--- config.mk ---
export PLATFORM = sky130hd
export DESIGN_NAME = tone_player
export DESIGN_NICKNAME = d
export VERILOG_FILES = /design/src/rtl/tone_pkg.sv /design/src/rtl/tone_period_rom.sv /design/src/rtl/tone_player.sv
export SDC_FILE = /design/constraint.sdc
export NUM_CORES = 1
export LEC_CHECK = 0
export CAP_MARGIN = 20
export CORE_MARGIN = 1
export CORE_UTILIZATION = 45
export DETAILED_ROUTE_END_ITERATION = 7
export GPL_TIMING_DRIVEN = 0
export SETUP_SLACK_MARGIN = 0.4
export SYNTH_ARGS = -nofsm -noshare
export SYNTH_HDL_FRONTEND = slang
export SYNTH_SLANG_ARGS = --single-unit
--- constraint.sdc ---
create_clock -name clk -period 3.42 [get_ports clk]
set_input_delay 0.684 -clock clk [delete_from_list [all_inputs] [get_ports clk]]
set_output_delay 0.684 -clock clk [all_outputs]
set_load 0.1 [all_outputs]
--- src/rtl/tone_pkg.sv ---
// rtl/tone_pkg.sv - shared note frequencies, note indices and FSM encoding for tone_player
package tone_pkg;

    // Note frequencies in Hz, rounded to the nearest integer
    localparam int F_C4 = 262;
    localparam int F_D4 = 294;
    localparam int F_E4 = 330;
    localparam int F_F4 = 349;
    localparam int F_G4 = 392;
    localparam int F_A4 = 440;
    localparam int F_B4 = 494;
    localparam int F_C5 = 523;
    localparam int F_D5 = 587;
    localparam int F_E5 = 659;
    localparam int F_F5 = 698;
    localparam int F_G5 = 784;
    localparam int F_A5 = 880;
    localparam int F_B5 = 988;
    localparam int F_C6 = 1047;
    localparam int F_D6 = 1175;

    typedef enum logic [3:0] {
        NOTE_C4 = 4'd0,
        NOTE_D4 = 4'd1,
        NOTE_E4 = 4'd2,
        NOTE_F4 = 4'd3,
        NOTE_G4 = 4'd4,
        NOTE_A4 = 4'd5,
        NOTE_B4 = 4'd6,
        NOTE_C5 = 4'd7,
        NOTE_D5 = 4'd8,
        NOTE_E5 = 4'd9,
        NOTE_F5 = 4'd10,
        NOTE_G5 = 4'd11,
        NOTE_A5 = 4'd12,
        NOTE_B5 = 4'd13,
        NOTE_C6 = 4'd14,
        NOTE_D6 = 4'd15
    } note_t;

    localparam logic [0:0] ST_IDLE = 1'b0;
    localparam logic [0:0] ST_PLAY = 1'b1;

endpackage

--- src/rtl/tone_period_rom.sv ---
// rtl/tone_period_rom.sv - combinational note index to full-period (clock cycles) lookup
module tone_period_rom
    import tone_pkg::*;
#(
    parameter int CLOCK_FREQ = 12000000
) (
    input  logic [3:0]  note_sel,
    output logic [31:0] period
);

    // Full period of each note, evaluated at elaboration time
    always_comb begin
        period = 32'(CLOCK_FREQ / F_A4);
        case (note_t'(note_sel))
            NOTE_C4: period = 32'(CLOCK_FREQ / F_C4);
            NOTE_D4: period = 32'(CLOCK_FREQ / F_D4);
            NOTE_E4: period = 32'(CLOCK_FREQ / F_E4);
            NOTE_F4: period = 32'(CLOCK_FREQ / F_F4);
            NOTE_G4: period = 32'(CLOCK_FREQ / F_G4);
            NOTE_A4: period = 32'(CLOCK_FREQ / F_A4);
            NOTE_B4: period = 32'(CLOCK_FREQ / F_B4);
            NOTE_C5: period = 32'(CLOCK_FREQ / F_C5);
            NOTE_D5: period = 32'(CLOCK_FREQ / F_D5);
            NOTE_E5: period = 32'(CLOCK_FREQ / F_E5);
            NOTE_F5: period = 32'(CLOCK_FREQ / F_F5);
            NOTE_G5: period = 32'(CLOCK_FREQ / F_G5);
            NOTE_A5: period = 32'(CLOCK_FREQ / F_A5);
            NOTE_B5: period = 32'(CLOCK_FREQ / F_B5);
            NOTE_C6: period = 32'(CLOCK_FREQ / F_C6);
            NOTE_D6: period = 32'(CLOCK_FREQ / F_D6);
            default: period = 32'(CLOCK_FREQ / F_A4);
        endcase
    end

endmodule

--- src/rtl/tone_player.sv ---
// rtl/tone_player.sv - plays one square-wave note per command for a tick-counted duration
module tone_player
    import tone_pkg::*;
#(
    parameter int CLOCK_FREQ = 12000000,
    parameter int TICK_HZ    = 1000,
    parameter int DUR_W      = 16,
    parameter int OCT_W      = 2
) (
    input  logic             clk,
    input  logic             rst_n,
    input  logic             start,
    input  logic [3:0]       note_sel,
    input  logic [OCT_W-1:0] octave,
    input  logic [DUR_W-1:0] duration,
    output logic             ready,
    output logic             busy,
    output logic             tone_out,
    output logic             done
);

    localparam int TICK_DIV = CLOCK_FREQ / TICK_HZ;
    localparam int PRE_W    = (TICK_DIV > 1) ? $clog2(TICK_DIV) : 1;

    logic [0:0]       state;
    logic [31:0]      period;
    logic [31:0]      half_next;
    logic [31:0]      half_r;
    logic [31:0]      hcnt;
    logic [PRE_W-1:0] pre;
    logic [DUR_W-1:0] dur_r;
    logic [DUR_W-1:0] tcnt;

    tone_period_rom #(
        .CLOCK_FREQ (CLOCK_FREQ)
    ) u_rom (
        .note_sel (note_sel),
        .period   (period)
    );

    // Half period for the requested octave; never zero so the toggle compare stays valid
    always_comb begin
        half_next = (period >> 1) >> octave;
        if (half_next == 32'd0) begin
            half_next = 32'd1;
        end
    end

    assign ready = (state == ST_IDLE);
    assign busy  = (state == ST_PLAY);

    // Command accept, tone toggling and tick-based duration countdown
    always_ff @(posedge clk or negedge rst_n) begin
        if (!rst_n) begin
            state    <= ST_IDLE;
            half_r   <= '0;
            hcnt     <= '0;
            pre      <= '0;
            dur_r    <= '0;
            tcnt     <= '0;
            tone_out <= 1'b0;
            done     <= 1'b0;
        end else begin
            done <= 1'b0;
            case (state)
                ST_IDLE: begin
                    if (start) begin
                        half_r <= half_next;
                        dur_r  <= duration;
                        hcnt   <= '0;
                        pre    <= '0;
                        tcnt   <= '0;
                        if (duration == '0) begin
                            done <= 1'b1;
                        end else begin
                            state    <= ST_PLAY;
                            tone_out <= 1'b1;
                        end
                    end
                end
                default: begin
                    if (hcnt == half_r - 32'd1) begin
                        hcnt     <= '0;
                        tone_out <= ~tone_out;
                    end else begin
                        hcnt <= hcnt + 32'd1;
                    end
                    if (pre == PRE_W'(TICK_DIV - 1)) begin
                        pre  <= '0;
                        tcnt <= tcnt + DUR_W'(1);
                        if (tcnt == dur_r - DUR_W'(1)) begin
                            state    <= ST_IDLE;
                            tone_out <= 1'b0;
                            done     <= 1'b1;
                        end
                    end else begin
                        pre <= pre + PRE_W'(1);
                    end
                end
            endcase
        end
    end

endmodule

==> results.json, run 1 <==
{
  "h-tree-depth": 3,
  "grt_overflow": 0,
  "nets": 809,
  "register_area_sq_um": 2404,
  "drtIter0Drc": 362,
  "pre_cts_ws_ns": -0.02916,
  "cts_buffers": 9,
  "endpoint_kind": "register",
  "final_cell_mix": "dfrtp_1, nand2_1, o21ai_0, nor2_1, xnor2_1",
  "gp_congestion": 0.8838,
  "dieArea_sq_um": 14350,
  "synth-seq-cells": 96,
  "synthesis.nets": 758,
  "fin_worst_skew_ns": 0.01091,
  "crit_fanout": 6,
  "grt_max_degree": 56,
  "vias": 5573,
  "port_buffers": 25,
  "die_w_microns": 119.8,
  "rows": 42,
  "die_y_microns": 119.8,
  "ys_top_cells_by_area": "dfrtp_1, o21ai_0, xnor2_1",
  "grt_pass1_vias": 5214,
  "track_usage_pct": 23.11,
  "cts_hold_buf": 0,
  "async_reset_ff_share_pct": 100.0,
  "diodes": 0,
  "wl_mm": 15.74,
  "cts_tree": "built",
  "numClockSinks": 96,
  "antenna_found_initial": 0,
  "p_leak_nw": 2.985,
  "p_total_w": 0.003421,
  "layout_commonest_cell": "dfrtp_1",
  "drtAntennaViolNets": 0,
  "routed_via_density": 5.854,
  "clk_latency_ns": 0.36,
  "slew_viol_final": 0,
  "synth_edf_count": 0,
  "syn2layout_area_growth_pct": 17.59,
  "synth_area_per_cell_sq_um": 8.673,
  "cts_buffer_depth": 2,
  "powerDensity_nw_per_um2": 465.8,
  "hold_path_class": "primary input to asynchronous set/reset pin",
  "cts.clk_slew.worst_paths_ns": 0.07,
  "start_kind": "register",
  "multi_input_area_sq_um": 3815,
  "start_util_pct": 46.60,
  "drive_gt1_share_pct": 12.24,
  "core_sq_um": 13400,
  "synth_top_area_share_pct": 38.47,
  "slowest_delay_ns": 0.58,
  "instances_no_fill": 952,
  "root_buffer": "clkbuf_16",
  "n_fill_cell": 1244,
  "synth_seq_area_share_pct": 38.47,
  "yosys_warnings": 0,
  "setup_viol": 0,
  "fmax_ghz": 0.3176,
  "dp_hpwl_mm": 11.57,
  "maxCapViolCount": 0,
  "postLayoutSetupSlackWorst_ns": 0.2715,
  "synthCells": 720,
  "ir_worst_vdd_uv": 292.2,
  "slowest_stage": "or4_4",
  "cpMostUsedCell": "or4_4",
  "tightest_slew_ns": 0.9767,
  "ys.flop_type": "dfrtp_1",
  "crit_type": "register to register",
  "relSlewSlack_pct": 34.69,
  "syn_area_sq_um": 6245,
  "wl_per_cell_microns": 16.53,
  "worstPathRequired_ns": 3.67,
  "dr.pass1.iters": 5,
  "rsz0062_at_grt": "yes",
  "hold_viol_final": 0,
  "synth_largest_area_cell": "dfrtp_1",
  "design.portCount": 29,
  "grt_pass1_wl_mm": 26.23,
  "placed_cells": 922,
  "critical_path.cell_chain": "or4_4, or4_4, or4_4, a222oi_1, nand4_1, buf_6, o21ai_4, buf_6, nor2_2",
  "hold_slack_ns": 0.3077,
  "period_minus_slack_ns": 3.148,
  "drc": 0,
  "status": "complete, no violations",
  "period_share_pct": 92.06,
  "yosysUniqueCellTypes": 58,
  "worst_ep_arrival_time_ns": 3.40
}
[synth_stat cells (15+ instances only)]
library cell  instances
inv_1                19
nand2_1              74
mux2_2               18
mux2i_1              18
o21ai_0              66
xor2_1               33
nand4_1              21
nand3_1              28
a21oi_1              20
nor3_1               19
nor2_1               72
dfrtp_1              96
clkbuf_1             28
xnor2_1              35
and3_1               15
[critical path: cells and delay by family, from the launching register on]
kind,cells,cell delay (ns)
compound gates,2,0.65
buf+inv,2,0.34
flops,1,0.37
simple gates,5,1.67
[what timing repair did]
action,in CTS,in global routing
resized for setup,24,34
pin swaps,21,11
buffers inserted,6,5
gates cloned,3,0
setup endpoints to repair,36,34
[state kept, by name, indices dropped and copies added (netlist names)]
register	flops
busy	1
done	1
dur_r	16
half_r	15
hcnt	32
pre	14
tcnt	16
tone_out	1
[where the power goes]
group          switching [W]  internal, W
logic               0.000513     0.000433
registers           0.000221      0.00129
clock network       0.000448     0.000515
total                0.00118      0.00224
[layer usage]
layer  GRT usage [%]  vias up  part of all wire, %
li1                -     2709                    -
met1           32.25     2723                   49
met2           36.49      127                   46
met3           4.135       14                  3.9
met4           6.875        0                  1.3
met5               0        -                    0
[through the flow]
step / util (%) / setup TNS (ns) / instance area, sq um
after floorplan: - / 0 / 6274
after global placement: 50.33 / -185.00 / 6744
after detailed placement: 50.51 / -0.3726 / 6769
after CTS: 53.55 / 0 / 7176
after global routing: 54.80 / 0 / 7343
final: 54.80 / 0 / 7343
[area by class of cell]
type	count	area share, %
Sequential cell	96	32.73
Multi-Input combinational cell	570	51.95
Timing Repair Buffer	40	5.401
Clock buffer	12	3.357
Inverter	20	1.022
Buffer	34	2.147
Clock inverter	4	0.3919
Tap cell	176	2.999
[worst paths after layout]
kind,startpoint,endpoint,slack (ns),depth (start not counted)
min reg2reg,pre[7]$_DFFE_PN0P_,pre[7]$_DFFE_PN0P_,0.52,1
max,half_r[11]$_DFFE_PN0P_,hcnt[18]$_DFFE_PN0P_,0.27,9
min in group clk,pre[7]$_DFFE_PN0P_,pre[7]$_DFFE_PN0P_,0.52,1
min,rst_n,hcnt[23]$_DFFE_PN0P_,0.31,1
max in group asynchronous,rst_n,tcnt[4]$_DFFE_PN0P_,2.43,2
max reg2reg,half_r[11]$_DFFE_PN0P_,hcnt[18]$_DFFE_PN0P_,0.27,9
[kinds of logic after synthesis]
logic type | share of synthesized area (%)
AOI/OAI and AO/OA | 15.41
muxes | 6.131
adders and majority gates | 2.605
buffers and inverters | 3.506
and+or+nand+nor | 24.34
DFF | 38.47
xor gates and xnor gates | 9.537
Note: power is estimated with default switching activity, not from simulation.
==> run 2: changes to the inputs <==
CTS_BUF_LIST = sky130_fd_sc_hd__clkbuf_8   (was unset)
==> results.json, run 2 (same netlist as run 1, synthesis figures left out) <==
{
  "status": "complete, no violations",
  "worst_ep_arrival_time_ns": 3.40,
  "multi_input_area_sq_um": 3777,
  "hold_slack_ns": 0.2652,
  "p_leak_nw": 2.938,
  "drive_gt1_share_pct": 10.98,
  "setup_viol": 0,
  "path_buf_inv": 3,
  "cts_buffers": 9,
  "grt_pass1_vias": 5274,
  "period_minus_slack_ns": 3.130,
  "design.portCount": 29,
  "start_kind": "register",
  "ff2ff_setup_slack_ns": 0.29,
  "clk_latency_ns": 0.39,
  "slowest_delay_ns": 0.59,
  "fmax_ghz": 0.3194,
  "dr.pass1.iters": 5,
  "placed_cell_area_sq_um": 6769,
  "grt_max_degree": 56,
  "drtAntennaViolNets": 0,
  "p_total_w": 0.003133,
  "drc": 0,
  "h-tree-depth": 3,
  "dp_hpwl_mm": 11.57,
  "drtIter0Drc": 327,
  "rsz0062_at_grt": "yes",
  "start_util_pct": 46.60,
  "worstPathRequired_ns": 3.69,
  "largest_reg_flops": 32,
  "tns_ns": 0,
  "grt_pass1_wl_mm": 26.19,
  "crit_type": "register to register",
  "largestRegisters": "hcnt (32), dur_r (16), tcnt (16)",
  "diodes": 0,
  "ir_worst_vdd_uv": 236.4,
  "track_usage_pct": 22.93,
  "wl_per_cell_microns": 16.47,
  "nets": 807,
  "register_area_sq_um": 2405,
  "die_w_microns": 119.8,
  "cts_buffer_depth": 2,
  "final_cell_area_sq_um": 7199,
  "vias": 5524,
  "top_register": "hcnt",
  "grt_overflow": 0,
  "hold_viol_final": 0,
  "rows": 42,
  "powerDensity_nw_per_um2": 435.1,
  "numClockSinks": 96,
  "crit_fanout": 6,
  "core_sq_um": 13400,
  "slew_viol_final": 0,
  "cts.clk_slew.worst_paths_ns": 0.10,
  "fin_worst_skew_ns": 0.01802,
  "port_buffers": 25,
  "postLayoutSetupSlackWorst_ns": 0.2896,
  "final_cell_mix": "dfrtp_1, nand2_1, nor2_1, o21ai_0, xnor2_1",
  "cpMostUsedCell": "or4_4",
  "path_delay_family": "simple AND/OR/NAND/NOR gates",
  "slowest_stage": "or4_4",
  "layout_commonest_cell": "dfrtp_1",
  "root_buffer": "clkbuf_8",
  "cts_hold_buf": 0,
  "relSlewSlack_pct": 34.70,
  "syn2layout_area_growth_pct": 15.29,
  "dieArea_sq_um": 14350,
  "pre_cts_ws_ns": -0.02916,
  "n_fill_cell": 1255,
  "hold_path_class": "primary input to asynchronous set/reset pin",
  "endpoint_kind": "register",
  "tightest_slew_ns": 0.9764,
  "routed_via_density": 5.815,
  "period_share_pct": 91.53,
  "die_y_microns": 119.8,
  "antenna_found_initial": 0,
  "maxCapViolCount": 0,
  "cts_tree": "built",
  "gp_congestion": 0.8838,
  "wl_mm": 15.64,
  "critical_path.cell_chain": "or4_4, or4_4, or4_4, a222oi_1, nand4_1, buf_6, o21ai_4, buf_12, buf_8, nor2_1"
}
run 2: worst reg2reg max path, stage by stage, from the launching register on:
cell and delay, ns:
dfrtp_1 0.38, or4_4 0.59, or4_4 0.46, or4_4 0.43, a222oi_1 0.39, nand4_1 0.16, buf_6 0.16, o21ai_4 0.15
buf_12 0.15, buf_8 0.12, nor2_1 0.05
run 2: metrics by stage:
step	utilization, %	std cells
floorplan	-	720
global placement	50.33	921
global route	53.73	950
detailed placement	50.51	922
CTS	53.03	948
finish	53.73	950
run 2: worst paths after layout:
check                                       startpoint                    to  cells past startpoint
max in group asynchronous                        rst_n   tcnt[4]$_DFFE_PN0P_                      2
worst min register to register      pre[7]$_DFFE_PN0P_    pre[7]$_DFFE_PN0P_                      1
min in group clk                    pre[7]$_DFFE_PN0P_    pre[7]$_DFFE_PN0P_                      1
worst max-delay path            half_r[11]$_DFFE_PN0P_  hcnt[24]$_DFFE_PN0P_                     10
worst max register to register  half_r[11]$_DFFE_PN0P_  hcnt[24]$_DFFE_PN0P_                     10
worst min-delay path                             rst_n  hcnt[23]$_DFFE_PN0P_                      1
run 2: metal layers:
layer  share of wire (%)  wire [microns]  vias up  GRT usage, %
met1                  49            7652     2691         31.97
li1                    -               -     2702             -
met5                   0               0        -             0
met3                 4.5             698       12         4.753
met2                  45            7114      119         36.20
met4                 1.1             178        0         5.859
run 2: cell type report:
class | instances | area share (%)
buffer | 34 | 2.207
clock buffer | 10 | 1.912
tap | 176 | 3.059
inverter | 20 | 1.043
multi-input combinational | 570 | 52.47
sequential | 96 | 33.40
clock inverter | 6 | 0.5040
timing repair buffer | 38 | 5.405
run 2: power breakdown:
group | internal [W] | total [W] | switching [W]
sequential | 0.00129 | 0.00151 | 0.000217
combinational | 0.000426 | 0.000934 | 0.000508
clock | 0.000280 | 0.000692 | 0.000412
run 2: timing repair:
item,CTS,global route
endpoints found under the setup margin,36,35
pin swaps,21,8
gates resized for setup,25,22
cloned,3,0
buffers inserted,7,2
==> run 3: changes to the inputs <==
GPL_TIMING_DRIVEN = 1   (was 0)
==> results.json, run 3 (same netlist as run 1, synthesis figures left out) <==
{
  "cts_hold_buf": 0,
  "slew_viol_final": 0,
  "dieArea_sq_um": 14350,
  "worst_ep_arrival_time_ns": 3.37,
  "nets": 798,
  "comb_power_share_pct": 28.0,
  "status": "complete, no violations",
  "hold_viol_final": 0,
  "cts_tree": "built",
  "maxCapViolCount": 0,
  "diodes": 0,
  "drive_gt1_share_pct": 13.20,
  "ir_worst_vdd_uv": 239.5,
  "die_y_microns": 119.8,
  "routed_via_density": 5.715,
  "hold_path_class": "primary input to asynchronous set/reset pin",
  "p_sw_w": 0.001143,
  "syn2layout_area_growth_pct": 15.51,
  "fin_worst_skew_ns": 0.01622,
  "root_buffer": "clkbuf_8",
  "placed_cell_area_sq_um": 6755,
  "clock_power_share_pct": 22.3,
  "top_register": "hcnt",
  "wl_per_cell_microns": 15.59,
  "cts.clk_slew.worst_paths_ns": 0.10,
  "numClockSinks": 96,
  "rsz0062_at_grt": "yes",
  "grt_overflow": 0,
  "final_cell_mix": "dfrtp_1, nand2_1, nor2_1, o21ai_0, xnor2_1",
  "register_area_sq_um": 2406,
  "drc": 0,
  "rows": 42,
  "vias": 5378,
  "tns_ns": 0,
  "gp_congestion": 0.8872,
  "switching_share_pct": 36.53,
  "p_int_w": 0.001986,
  "wl_mm": 14.67,
  "core_sq_um": 13400,
  "start_util_pct": 46.60,
  "fmax_ghz": 0.3241,
  "period_share_pct": 90.22,
  "drtIter0Drc": 305,
  "crit_type": "register to register",
  "tightest_slew_ns": 0.9655,
  "grt_pass1_wl_mm": 24.86,
  "largestRegisters": "hcnt (32), dur_r (16), tcnt (16)",
  "multi_input_area_sq_um": 3730,
  "h-tree-depth": 3,
  "period_minus_slack_ns": 3.086,
  "grt_pass1_vias": 5162,
  "endpoint_kind": "register",
  "clk_latency_ns": 0.39,
  "layout_commonest_cell": "dfrtp_1",
  "design.portCount": 29,
  "grt_max_degree": 88,
  "placed_cells": 907,
  "dp_hpwl_mm": 10.51,
  "instances_no_fill": 941,
  "die_w_microns": 119.8,
  "drtAntennaViolNets": 0,
  "setup_viol": 0,
  "cts_buffer_depth": 2,
  "hold_slack_ns": 0.1559,
  "n_fill_cell": 1292,
  "fin_util_pct": 53.83,
  "seqPwrFrac_pct": 49.7,
  "p_leak_nw": 3.027,
  "powerDensity_nw_per_um2": 433.7,
  "dr.pass1.iters": 5,
  "relSlewSlack_pct": 35.43,
  "worstPathRequired_ns": 3.71,
  "track_usage_pct": 21.73,
  "start_kind": "register",
  "largest_reg_flops": 32,
  "port_buffers": 28,
  "final_cell_area_sq_um": 7213,
  "antenna_found_initial": 0,
  "crit_fanout": 11,
  "cts_buffers": 9
}
-- run 3: changes by cell type in the layout (fill, tap and decap cells not counted), sizes merged --
cell           before  now
clkdlybuf4s50      23   24
clkinv              2    3
clkbuf             38    9
buf                21   39
-- run 3: worst max-delay path, stage by stage, from the launching register on --
cell and delay, ns:
dfrtp_1 0.38, or4_4 0.56, or4_4 0.46, or4_4 0.44
a2111oi_4 0.34, nand4_1 0.15, buf_6 0.16, o21ai_4 0.19
buf_6 0.14, buf_12 0.12, nor2_1 0.05
-- run 3: timing repair --
item                       4_1_cts  5_1_grt
pin swaps                        5       11
cloned                           2        0
setup endpoints to repair       33       35
resized for setup                5       21
setup buffers                    7        8
-- run 3: layer usage --
layer  vias to the layer above  share of wire, %  GRT usage, %
li1                       2685                 -             -
met1                      2587                49         29.31
met2                        90                47         34.97
met3                        16               3.5         5.133
met4                         0               1.2         5.625
met5                         -                 0             0
-- run 3: path summary, 6_finish.rpt --
kind                                  startpoint                    to  slack [ns]  cells past startpoint
max reg2reg                half_r[9]$_DFFE_PN0P_  hcnt[26]$_DFFE_PN0P_        0.33                     10
min                                        rst_n  hcnt[12]$_DFFE_PN0P_        0.16                      1
min reg2reg                   pre[6]$_DFFE_PN0P_    pre[6]$_DFFE_PN0P_        0.51                      1
max                        half_r[9]$_DFFE_PN0P_  hcnt[26]$_DFFE_PN0P_        0.33                     10
max in group asynchronous                  rst_n   tcnt[9]$_DFFE_PN0P_        2.43                      3
min in group clk              pre[6]$_DFFE_PN0P_    pre[6]$_DFFE_PN0P_        0.51                      1
-- run 3: final cells by class --
cell class,count,share of cell area (%)
inverter,20,1.041
clock inverter,7,0.7112
timing repair buffer,63,8.413
multi-input combinational,570,51.71
tap,176,3.053
clock buffer,9,1.717
sequential,96,33.36
-- run 3: stage by stage --
step	power [W]	worst slack, ns
2_1_floorplan	0.002141	0.4535
3_3_place_gp	0.002365	0.3440
3_5_place_dp	0.002395	0.1544
4_1_cts	0.003126	0.3752
5_1_grt	0.003347	0.2073
6_report	0.003129	0.3345
-- run 3: power by group through the flow --
stage	registers [W]	logic, W	clock network (W)
after global placement	0.00156	0.000804	0
after global routing	0.00159	0.000994	0.000767
after CTS	0.00155	0.000850	0.000731
final	0.00156	0.000875	0.000698
after detailed placement	0.00157	0.000827	0
after floorplan	0.00148	0.000663	0
